## src/rtl/cmat_alu.sv

```systemverilog
// cmat_alu: complex-matrix ALU (add, sub, matrix mul, Hadamard) built around one time-shared complex MAC.
// Optional feature macro CMAT_SAT_EN: saturate result components to RW bits (default: wrap to low RW bits).
module cmat_alu #(
    parameter int unsigned M  = 3,
    parameter int unsigned K  = 3,
    parameter int unsigned N  = 3,
    parameter int unsigned W  = 8,
    parameter int unsigned RW = 20
) (
    input  logic              clk,
    input  logic              rst_n,
    input  logic              start,
    input  logic [1:0]        op,
    input  logic              a_valid,
    input  logic [2*W-1:0]    a_data,
    input  logic              b_valid,
    input  logic [2*W-1:0]    b_data,
    input  logic              res_ready,
    output logic              res_valid,
    output logic [2*RW-1:0]   res_data,
    output logic              res_last,
    output logic              busy,
    output logic              error
);
    localparam int unsigned MK     = M * K;
    localparam int unsigned KN     = K * N;
    localparam int unsigned MN     = M * N;
    localparam int unsigned ACC_W  = 2 * W + $clog2(K) + 2;
    localparam int unsigned CW     = (ACC_W > RW) ? ACC_W : RW;
    localparam int unsigned AA_W   = $clog2(MK + 1);
    localparam int unsigned BA_W   = $clog2(KN + 1);
    localparam int unsigned RA_W   = $clog2(MN + 1);
    localparam int unsigned I_W    = $clog2(M + 1);
    localparam int unsigned J_W    = $clog2(N + 1);
    localparam int unsigned KK_W   = $clog2(K + 1);
    localparam int unsigned ADEPTH = 1 << AA_W;
    localparam int unsigned BDEPTH = 1 << BA_W;
    localparam int unsigned RDEPTH = 1 << RA_W;
    localparam bit          SQUARE = (M == K) && (K == N);

    localparam logic [1:0] OP_ADD = 2'b00;
    localparam logic [1:0] OP_SUB = 2'b01;
    localparam logic [1:0] OP_MUL = 2'b10;
    localparam logic [1:0] OP_HAD = 2'b11;

    localparam logic signed [CW-1:0] SAT_MAX = {{(CW-RW+1){1'b0}}, {(RW-1){1'b1}}};
    localparam logic signed [CW-1:0] SAT_MIN = {{(CW-RW+1){1'b1}}, {(RW-1){1'b0}}};

    typedef enum logic [1:0] {S_IDLE, S_LOAD, S_COMPUTE, S_OUT} state_t;

    state_t                   r_state;
    state_t                   w_next;

    logic [2*W-1:0]           r_abuf [ADEPTH];
    logic [2*W-1:0]           r_bbuf [BDEPTH];
    logic [2*RW-1:0]          r_rbuf [RDEPTH];

    logic [1:0]               r_op;
    logic [AA_W-1:0]          r_a_cnt;
    logic [BA_W-1:0]          r_b_cnt;
    logic [I_W-1:0]           r_i;
    logic [J_W-1:0]           r_j;
    logic [KK_W-1:0]          r_k;
    logic signed [ACC_W-1:0]  r_acc_re;
    logic signed [ACC_W-1:0]  r_acc_im;
    logic [RA_W-1:0]          r_oidx;
    logic                     r_res_valid;
    logic [2*RW-1:0]          r_res_data;
    logic                     r_res_last;
    logic                     r_busy;
    logic                     r_error;

    logic                     w_legal;
    logic                     w_is_mul;
    logic                     w_a_take;
    logic                     w_b_take;
    logic                     w_a_done;
    logic                     w_b_done;
    logic                     w_k_last;
    logic                     w_col_last;
    logic                     w_row_last;
    logic                     w_cmp_last;
    logic                     w_wr_en;
    logic                     w_out_last;
    logic [AA_W-1:0]          w_a_addr;
    logic [BA_W-1:0]          w_b_addr;
    logic [RA_W-1:0]          w_r_addr;
    logic [RA_W-1:0]          w_oidx_nxt;
    logic [2*W-1:0]           w_a_el;
    logic [2*W-1:0]           w_b_el;
    logic signed [ACC_W-1:0]  w_ar;
    logic signed [ACC_W-1:0]  w_ai;
    logic signed [ACC_W-1:0]  w_br;
    logic signed [ACC_W-1:0]  w_bi;
    logic signed [ACC_W-1:0]  w_pre;
    logic signed [ACC_W-1:0]  w_pim;
    logic signed [ACC_W-1:0]  w_vre;
    logic signed [ACC_W-1:0]  w_vim;
    logic [2*RW-1:0]          w_wr_data;

    // Reduce a full-precision component to RW bits.
    function automatic logic [RW-1:0] reduce_rw(input logic signed [ACC_W-1:0] v);
`ifdef CMAT_SAT_EN
        logic signed [CW-1:0] x;
        x = CW'(v);
        if (x > SAT_MAX)      return SAT_MAX[RW-1:0];
        else if (x < SAT_MIN) return SAT_MIN[RW-1:0];
        else                  return x[RW-1:0];
`else
        return RW'(v);
`endif
    endfunction

    assign w_legal    = (op == OP_MUL) || SQUARE;
    assign w_is_mul   = (r_op == OP_MUL);
    assign w_a_take   = (r_state == S_LOAD) && a_valid && (r_a_cnt != AA_W'(MK));
    assign w_b_take   = (r_state == S_LOAD) && b_valid && (r_b_cnt != BA_W'(KN));
    assign w_a_done   = (r_a_cnt == AA_W'(MK)) || (w_a_take && (r_a_cnt == AA_W'(MK - 1)));
    assign w_b_done   = (r_b_cnt == BA_W'(KN)) || (w_b_take && (r_b_cnt == BA_W'(KN - 1)));
    assign w_k_last   = !w_is_mul || (r_k == KK_W'(K - 1));
    assign w_col_last = (r_j == J_W'(N - 1));
    assign w_row_last = (r_i == I_W'(M - 1));
    assign w_cmp_last = w_k_last && w_col_last && w_row_last;
    assign w_wr_en    = (r_state == S_COMPUTE) && w_k_last;
    assign w_out_last = (r_oidx == RA_W'(MN - 1));
    assign w_oidx_nxt = r_oidx + RA_W'(1);

    // Element-wise ops walk A[i][j]/B[i][j]; matrix mul walks A[i][k]/B[k][j].
    assign w_a_addr = AA_W'(32'(r_i) * K + (w_is_mul ? 32'(r_k) : 32'(r_j)));
    assign w_b_addr = BA_W'((w_is_mul ? 32'(r_k) : 32'(r_i)) * N + 32'(r_j));
    assign w_r_addr = RA_W'(32'(r_i) * N + 32'(r_j));

    assign w_a_el = r_abuf[w_a_addr];
    assign w_b_el = r_bbuf[w_b_addr];
    assign w_ar   = ACC_W'($signed(w_a_el[2*W-1:W]));
    assign w_ai   = ACC_W'($signed(w_a_el[W-1:0]));
    assign w_br   = ACC_W'($signed(w_b_el[2*W-1:W]));
    assign w_bi   = ACC_W'($signed(w_b_el[W-1:0]));
    assign w_pre  = w_ar * w_br - w_ai * w_bi;
    assign w_pim  = w_ar * w_bi + w_ai * w_br;

    // Shared MAC result selection.
    always_comb begin
        w_vre = w_ar + w_br;
        w_vim = w_ai + w_bi;
        case (r_op)
            OP_ADD: begin
                w_vre = w_ar + w_br;
                w_vim = w_ai + w_bi;
            end
            OP_SUB: begin
                w_vre = w_ar - w_br;
                w_vim = w_ai - w_bi;
            end
            OP_MUL: begin
                w_vre = r_acc_re + w_pre;
                w_vim = r_acc_im + w_pim;
            end
            OP_HAD: begin
                w_vre = w_pre;
                w_vim = w_pim;
            end
        endcase
    end

    assign w_wr_data = {reduce_rw(w_vre), reduce_rw(w_vim)};

    always_ff @(posedge clk or negedge rst_n) begin
        if (!rst_n) r_state <= S_IDLE;
        else        r_state <= w_next;
    end

    always_comb begin
        w_next = r_state;
        case (r_state)
            S_IDLE:    if (start && w_legal)      w_next = S_LOAD;
            S_LOAD:    if (w_a_done && w_b_done)  w_next = S_COMPUTE;
            S_COMPUTE: if (w_cmp_last)            w_next = S_OUT;
            S_OUT:     if (res_ready && w_out_last) w_next = S_IDLE;
            default:   w_next = S_IDLE;
        endcase
    end

    // Operand and result storage; contents need no reset.
    always_ff @(posedge clk) begin
        if (w_a_take) r_abuf[r_a_cnt]  <= a_data;
        if (w_b_take) r_bbuf[r_b_cnt]  <= b_data;
        if (w_wr_en)  r_rbuf[w_r_addr] <= w_wr_data;
    end

    always_ff @(posedge clk or negedge rst_n) begin
        if (!rst_n) begin
            r_op        <= OP_ADD;
            r_a_cnt     <= '0;
            r_b_cnt     <= '0;
            r_i         <= '0;
            r_j         <= '0;
            r_k         <= '0;
            r_acc_re    <= '0;
            r_acc_im    <= '0;
            r_oidx      <= '0;
            r_res_valid <= 1'b0;
            r_res_data  <= '0;
            r_res_last  <= 1'b0;
            r_busy      <= 1'b0;
            r_error     <= 1'b0;
        end else begin
            r_error <= (r_state == S_IDLE) && start && !w_legal;
            r_busy  <= (w_next != S_IDLE);
            case (r_state)
                S_IDLE: begin
                    if (start) begin
                        r_op     <= op;
                        r_a_cnt  <= '0;
                        r_b_cnt  <= '0;
                        r_i      <= '0;
                        r_j      <= '0;
                        r_k      <= '0;
                        r_acc_re <= '0;
                        r_acc_im <= '0;
                    end
                end
                S_LOAD: begin
                    if (w_a_take) r_a_cnt <= r_a_cnt + AA_W'(1);
                    if (w_b_take) r_b_cnt <= r_b_cnt + BA_W'(1);
                end
                S_COMPUTE: begin
                    if (!w_k_last) begin
                        r_k      <= r_k + KK_W'(1);
                        r_acc_re <= w_vre;
                        r_acc_im <= w_vim;
                    end else begin
                        r_k      <= '0;
                        r_acc_re <= '0;
                        r_acc_im <= '0;
                        if (w_col_last) begin
                            r_j <= '0;
                            r_i <= r_i + I_W'(1);
                        end else begin
                            r_j <= r_j + J_W'(1);
                        end
                    end
                    // Element 0 is only still in flight when the result is a single element.
                    if (w_cmp_last) begin
                        r_oidx      <= '0;
                        r_res_valid <= 1'b1;
                        r_res_last  <= (MN == 1);
                        r_res_data  <= (MN == 1) ? w_wr_data : r_rbuf[0];
                    end
                end
                S_OUT: begin
                    if (res_ready) begin
                        if (w_out_last) begin
                            r_res_valid <= 1'b0;
                            r_res_last  <= 1'b0;
                        end else begin
                            r_oidx     <= w_oidx_nxt;
                            r_res_data <= r_rbuf[w_oidx_nxt];
                            r_res_last <= (w_oidx_nxt == RA_W'(MN - 1));
                        end
                    end
                end
                default: ;
            endcase
        end
    end

    assign res_valid = r_res_valid;
    assign res_data  = r_res_data;
    assign res_last  = r_res_last;
    assign busy      = r_busy;
    assign error     = r_error;

endmodule

```

## config.mk

```make
export PLATFORM = sky130hd
export DESIGN_NAME = cmat_alu
export DESIGN_NICKNAME = d
export VERILOG_FILES = /design/src/rtl/cmat_alu.sv
export SDC_FILE = /design/constraint.sdc
export NUM_CORES = 2
export LEC_CHECK = 0
export CAP_MARGIN = 25
export CORE_MARGIN = 1.5
export CORE_UTILIZATION = 40
export CTS_BUF_LIST = sky130_fd_sc_hd__clkbuf_8
export DETAILED_ROUTE_END_ITERATION = 7
export HOLD_SLACK_MARGIN = 0.05
export PLACE_DENSITY = 0.54
export SLEW_MARGIN = 20
export SYNTH_ARGS = -nofsm -noshare
export SYNTH_HDL_FRONTEND = slang
export SYNTH_SLANG_ARGS = --single-unit
```

## constraint.sdc

```tcl
create_clock -name clk -period 28.5 [get_ports clk]
set_input_delay 5.7 -clock clk [delete_from_list [all_inputs] [get_ports clk]]
set_output_delay 5.7 -clock clk [all_outputs]
set_load 0.01 [all_outputs]
```

-- Yosys cells after proc, flatten, opt, wreduce, memory -nomap -nowiden
Memory sizes are Yosys's and may differ from the RTL's.
Cells that the tools add are included.
- flip-flop bits (word level): 105
- output and inout bits: 44
- bits of input ports: 40
- RAM bits: 1152
- memories kept: 3
- word-level logic and storage cells: 146
- memory list (memory ; words ; bits a word ; rd ports ; clocked after Yosys merged registers in ; write ports ; RTL line ; RTL):
    r_rbuf ; 16 ; 40 ; 2 ; 0 ; 1 ; 56 ; logic [2*RW-1:0] r_rbuf [RDEPTH];
    r_abuf ; 16 ; 16 ; 1 ; 0 ; 1 ; 54 ; logic [2*W-1:0] r_abuf [ADEPTH];
    r_bbuf ; 16 ; 16 ; 1 ; 0 ; 1 ; 55 ; logic [2*W-1:0] r_bbuf [BDEPTH];
- add/subtract/negate cells: 17
- mux-type cells: 50
- reductions and logical operators: 30
- $mul: 6
- eq/ne operators: 26
- operator list (cell ; number):
    $pmux W20 S4 ; 2
    $mux W40 ; 3
    $pmux W20 S2 ; 2
    $pmux W40 S2 ; 1
    $mul A8 B8 Y16 ; 4
    $mux W20 ; 3
    $add A20 B17 Y20 ; 2
    $eq A4 B4 Y1 const B ; 6
    $mux W2 ; 12
    $mux W4 ; 6
    $pmux W4 S2 ; 3
    $add A8 B8 Y9 ; 2
    $ne A2 B2 Y1 const B ; 9
    $sub A8 B8 Y9 ; 2
    $add A16 B16 Y17 ; 1
    $sub A16 B16 Y17 ; 1
    $eq A2 B2 Y1 const B ; 7
    $add A4 B1 Y4 const B ; 3
    $add A4 B2 Y4 ; 3
    $mux W1 ; 12
    $pmux W2 S2 ; 3
    $reduce_and A3 Y1 ; 4
    $reduce_and A4 Y1 ; 3
    $logic_and A1 B1 Y1 ; 11
    11 further kinds ; 24

-- Longest topological paths before layout
An unclocked memory read counts as a cell.
- depth in word-level cells: 11
- gate-level depth with buffers: 48
- depth with buffers taken out: 43

-- Worst setup path after synthesis
No wires, ideal clock.
- path kind: register to register
- from: reg r_op[1]
- to: mem r_rbuf[0][39] (netlist name) (data pin)
- required time: 28160 ps
- stages on the path, launching flop included: 40
- setup slack: 17325 ps
- clock period less this slack: 11175 ps
- library setup time: 340 ps
- path buffers: 6
- arrival: 10835 ps
- cells stage by stage: dfrtp_1 clkbuf_1 inv_2 nor2_1 clkbuf_1 nand2_1 a21boi_0 fa_1 inv_1 ha_1 buf_2 buf_2 clkbuf_1 mux4_2 mux2i_1 nand2_1 o21ai_0 buf_2 (+4 left out) fa_1 fa_1 fa_1 inv_1 fa_1 inv_1 ha_1 o2bb2a_1 o31ai_1 o41ai_1 xnor2_1 ha_1 or3_1 a311o_1 a2111o_1 nand2_1 xnor3_1 a211oi_1
- longest elaborated chain between the ends: 9
- elaborated cells between the ends (all ways): 18
- classes of those cells: add/sub: 6; mul: 3; eq/ne: 3; mux: 3; reduce/logical: 1; memory: 2
- ends and longest elaborated chain (element ; RTL line ; RTL):
    start, declared ; 58 ; logic [1:0] r_op;
    start signal, assigned ; 213 ; r_op <= op;
    $eq A2 B2 Y1 ; 115, 146 ;
    $mux W2 ; 130 ; assign w_b_addr = BA_W'((w_is_mul ? 32'(r_k) : 32'(r_i)) * N + 32'(r_j));
    $mul A2 B2 Y4 ; 130 ;
    $add A4 B2 Y4 ; 130 ;
    $mem_v2 Z16 W16 ; n/a ;
    $mul A8 B8 Y16 ; 139 ; assign w_pre = w_ar * w_br - w_ai * w_bi;
    $sub A16 B16 Y17 ; 139 ;
    $add A20 B17 Y20 ; 156 ; w_vre = r_acc_re + w_pre;
    $pmux W20 S4 * ; 146 ; case (r_op)
    net w_vre[19] ; 97 ; logic signed [ACC_W-1:0] w_vre;
    end, declared ; 56 ;
The timed path passes the listed nets; every way through them passes the cells marked *.

-- Final worst setup path
- from: reg r_op[1]
- to: mem r_rbuf[4][17] (netlist name) (data pin)
- longest elaborated chain between the ends: 9
- elaborated cells between the ends (all ways): 18
- classes of those cells: add/sub: 6; mul: 3; eq/ne: 3; mux: 3; reduce/logical: 1; memory: 2
- ends and longest elaborated chain (element ; RTL line ; RTL):
    $eq A2 B2 Y1 ; 115, 146 ;
    $mux W2 ; 130 ;
    $mul A2 B2 Y4 ; 130 ;
    $add A4 B2 Y4 ; 130 ;
    $mem_v2 Z16 W16 ; n/a ;
    $mul A8 B8 Y16 ; 140 ; assign w_pim = w_ar * w_bi + w_ai * w_br;
    $add A16 B16 Y17 ; 140 ;
    $add A20 B17 Y20 ; 157 ; w_vim = r_acc_im + w_pim;
    $pmux W20 S4 * ; 146 ;
    net w_vim[17] ; 98 ; logic signed [ACC_W-1:0] w_vim;
Marks and branches as above.

==> out/metrics.sh <==
PLACED_CELLS_INCL_TAPS=6101
TIMING.SLEW.HEADROOM_PCT=30.04
GRT_START_MAX_NET_PINS=72
KIND_OF_PATH_BEHIND_THE_TIGHTEST_HOLD_CHECK='reg -> reg'
NUMBER_OF_GLOBAL_ROUTE_VIAS_BEFORE_REPAIR=36250
CELL_AREA_AFTER_TECHNOLOGY_MAPPING_SQ_UM=62860
SYNTH_SEQ_CELLS=1257
NETLIST_TOP_CELLS_AREA='sky130_fd_sc_hd__edfxtp_1 (55%), sky130_fd_sc_hd__mux4_2 (12%), sky130_fd_sc_hd__fa_1 (9.3%)'
CTS_INSERTED_BUFFERS=204
YS.FLOP_TYPE='sky130_fd_sc_hd__edfxtp_1'
CLOCK_TREE_FROM_TRITONCTS='built'
POSTSYNTHAREAPERCELL_SQ_UM=15.83
WL_PER_CELL_UM=24.72
YOSYS.CELL_TYPES.COUNT=88
POST_CTS_RESIZED=0
ACHIEVABLE_FREQUENCY_MHz=75.92
ROUTED_WL_UM=160300
LAYOUT_MIN_CYCLE_TIME_NS=13.17
UNREPAIRED_SETUP_ENDPOINTS_AFTER_GLOBAL_ROUTING='false'
INITIAL_UTILIZATION_PCT=40.24
OUTCOME='completed'
DRT_PASS1_ITERATIONS=6
AREA.GROWTH.SYNTH_TO_FINAL_PCT=12.90
HTREE_NUM_LEVELS=4
GLOBAL_ROUTE.USAGE.TOTAL_PCT=20.52
SYNTH_EDF_COUNT=1152
MAXIMUM_CAPACITANCE_VIOLATIONS=0
FINALNETCOUNT=4789
COUNT_OF_UNRESOLVED_DRC_VIOLATIONS_AFTER_ROUTING=0
BOUNDARYPINS=84
GP_ROUTABILITY_CONGESTION=0.9524
WORST_SETUP_HOLD_PATH_CLK_SLEW_NS=0.06
POST_CTS_HOLD_BUFFER_COUNT=0
YOSYS_WARNINGS=0
CRIT_SLOWEST_CELL='sky130_fd_sc_hd__a21boi_0'
CORE.ROWCOUNT=145
ROUTE.VIAS.TOTAL=34390
TIMING.CRITICAL_PATH.ARRIVAL_NS=13.76
DP_HPWL_UM=98190
TIMING.FINAL.HOLD_VIOLATIONS=0
INITIAL_ANTENNA_VIOLATION_COUNT=3
DETAIL_ROUTE.ITER0.VIOLATIONS=2963
CTS.REPAIR_TIMING.SETUP_BUFFER_COUNT=0
CTS_SINKS=1257
TIMING.SETUP.TNS_NS=0
SETUP.WORST_PATH.CLASS='reg -> reg'
TIMING.CRITICAL_PATH.SLOWEST_CELL_DELAY_NS=0.83
PLACE_AREA_SQ_UM=67000
DRIVE_GT1_SHARE_PCT=18.83
MAXIMUM_CLOCK_INSERTION_BUFFER_COUNT=3
POST_LAYOUT_CELL_COUNT=6484
DIE_AREA_SQ_UM=159500
WORSTPATHREQUIRED_NS=29.09
SYNTH_TOP_AREA_SHARE_PCT=55.03
CLOCK_SKEW_NS=0.05917
DIE_X_UM=399.4
SYNTH_SEQ_AREA_SHARE_PCT=59.21
CTSROOTBUFFERMASTER='sky130_fd_sc_hd__clkbuf_8'
CP.BUFFERS_INVERTERS=10
FIN_AREA_SQ_UM=70970
ASYNCSETRESETFLOPFRACSYNTH_PCT=8.353
BUFFER_PORTS.INSERTED=82
DRT.ANTENNA.VIOLATING_NETS=0
WORST_SETUP_PATH_START_KIND='flop'
SYNTH_CELLS=3970
SYNTH_AREA_LEADER_CELL='sky130_fd_sc_hd__edfxtp_1'
VIAS_PER_CELL=5.304
FILLERS=13690
CRIT_PATH_END_KIND='flop'
TIGHTEST_SLEW_NS=1.040
CRITICAL-PATH-TOP-DELAY-FAMILY='adder cells'
FLOORPLAN.DIE.HEIGHT_UM=399.4
GRT_PASS1_WL_UM=237600
SETUP_VIOL=0
POST-ROUTE-PERIOD-UTIL_PCT=46.22
WORSTSKEWPAIRLATENCY_NS=0.94
DESIGN.CORE.AREA_SQ_UM=156200
GLOBAL_ROUTE.OVERFLOW_TOTAL=0
CRIT_FANOUT=64
TIMING.FINAL.MAX_SLEW_VIOLATIONS=0
==> layout by cell type, fill, tap and decap left out, drive strengths merged, types with 19 or more instances in the layout <==
master,synthesis,routed
edfxtp,1152,1152
inv,408,496
mux4,336,336
nand2,300,300
fa,292,292
nor2,279,279
clkbuf,90,225
ha,201,201
o21ai,149,149
buf,66,122
dfrtp,105,105
clkdlybuf4s50,0,81
a21oi,77,77
xnor2,72,72
mux2i,61,61
clkinv,5,58
conb,1,33
xor2,29,29
nor3,29,29
nand3,28,28
a21o,28,28
o21a,23,23
a22o,22,22
mux2,21,21
nand2b,19,19
a211oi,19,19
==> synth_stat cells, drive strengths merged (23+ instances only) <==
master,instances
o21a,23
fa,292
a21o,28
a21oi,77
edfxtp,1152
xor2,29
buf,66
nor3,29
inv,408
ha,201
mux4,336
clkbuf,90
o21ai,149
nand2,300
mux2i,61
nand3,28
dfrtp,105
nor2,279
xnor2,72
==> per-stage QoR <==
step | util (%) | hold slack (ns) | worst slack, ns
global placement | 42.85 | 0.4612 | 15.54
global route | 45.43 | 0.5075 | 14.68
finish | 45.44 | 0.4759 | 15.33
detailed placement | 42.89 | 0.4701 | 15.34
floorplan | - | 0.4551 | 17.33
CTS | 45.37 | 0.4835 | 15.30
==> worst paths after layout <==
check / startpoint / end / slack (ns) / cells after the start
worst max-delay path: r_op[1] / r_rbuf[4][17] / 15.33 / 39
worst max register to register: r_op[1] / r_rbuf[4][17] / 15.33 / 39
min in group asynchronous: rst_n / res_data[14] / 4.72 / 1
worst min-delay path: res_data[30] / res_data[30] / 0.48 / 2
worst min register to register: res_data[30] / res_data[30] / 0.48 / 2
max in group asynchronous: rst_n / r_acc_im[1] / 22.64 / 3
==> registers in the layout (all words and copies together) (netlist names), 2 cells and up <==
signal and cells:
r_acc_im 20, r_j 2, r_b_cnt 4, r_bbuf 256, r_state 2, r_a_cnt 4
r_oidx 4, r_op 2, r_acc_re 20, res_data 40, r_abuf 256, r_i 2
r_rbuf 640, r_k 2
==> layout make-up <==
class / count / area [sq um] / share of cell area [%]
Multi-Input combinational cell: 2176 / 23960 / 33.75
Antenna cell: 2 / 5.005 / 0.007052
Timing Repair Buffer: 204 / 1795 / 2.530
Clock buffer: 224 / 3083 / 4.344
Tap cell: 2058 / 2575 / 3.628
Inverter: 413 / 1550 / 2.184
Sequential cell: 1257 / 37220 / 52.45
Clock inverter: 150 / 784.5 / 1.105
==> tightest hold or removal path: stages, from the launching register on <==
cell and delay, ns:
sky130_fd_sc_hd__dfrtp_1 0.34, sky130_fd_sc_hd__nand2_1 0.04, sky130_fd_sc_hd__o21ai_0 0.06
==> metal layers <==
layer | wire, um | GRT usage [%] | vias to the layer above
met3 | 8462 | 3.946 | 227
met2 | 77050 | 33.30 | 925
li1 | - | - | 15230
met5 | 27 | 0 | -
met1 | 70820 | 28.16 | 18000
met4 | 3916 | 5.905 | 4
==> logic make-up (layout without fill, tap and decap cells) <==
| kind of cell | after synthesis | after routing | synth area share, % |
|---|---|---|---|
| AOI/OAI and AO/OA | 420 | 420 | 4.401 |
| adders and majority gates | 493 | 493 | 13.30 |
| muxes | 418 | 418 | 13.38 |
| xor gates and xnor gates | 102 | 102 | 1.443 |
| and+or+nand+nor | 710 | 710 | 4.699 |
| DFF | 1257 | 1257 | 59.21 |
| buffers and inverters | 569 | 991 | 3.559 |
| other | 1 | 35 | 0.005965 |
Power is not shown: default switching activity piles up to over one toggle a cycle in this logic, so the estimate is an artifact.
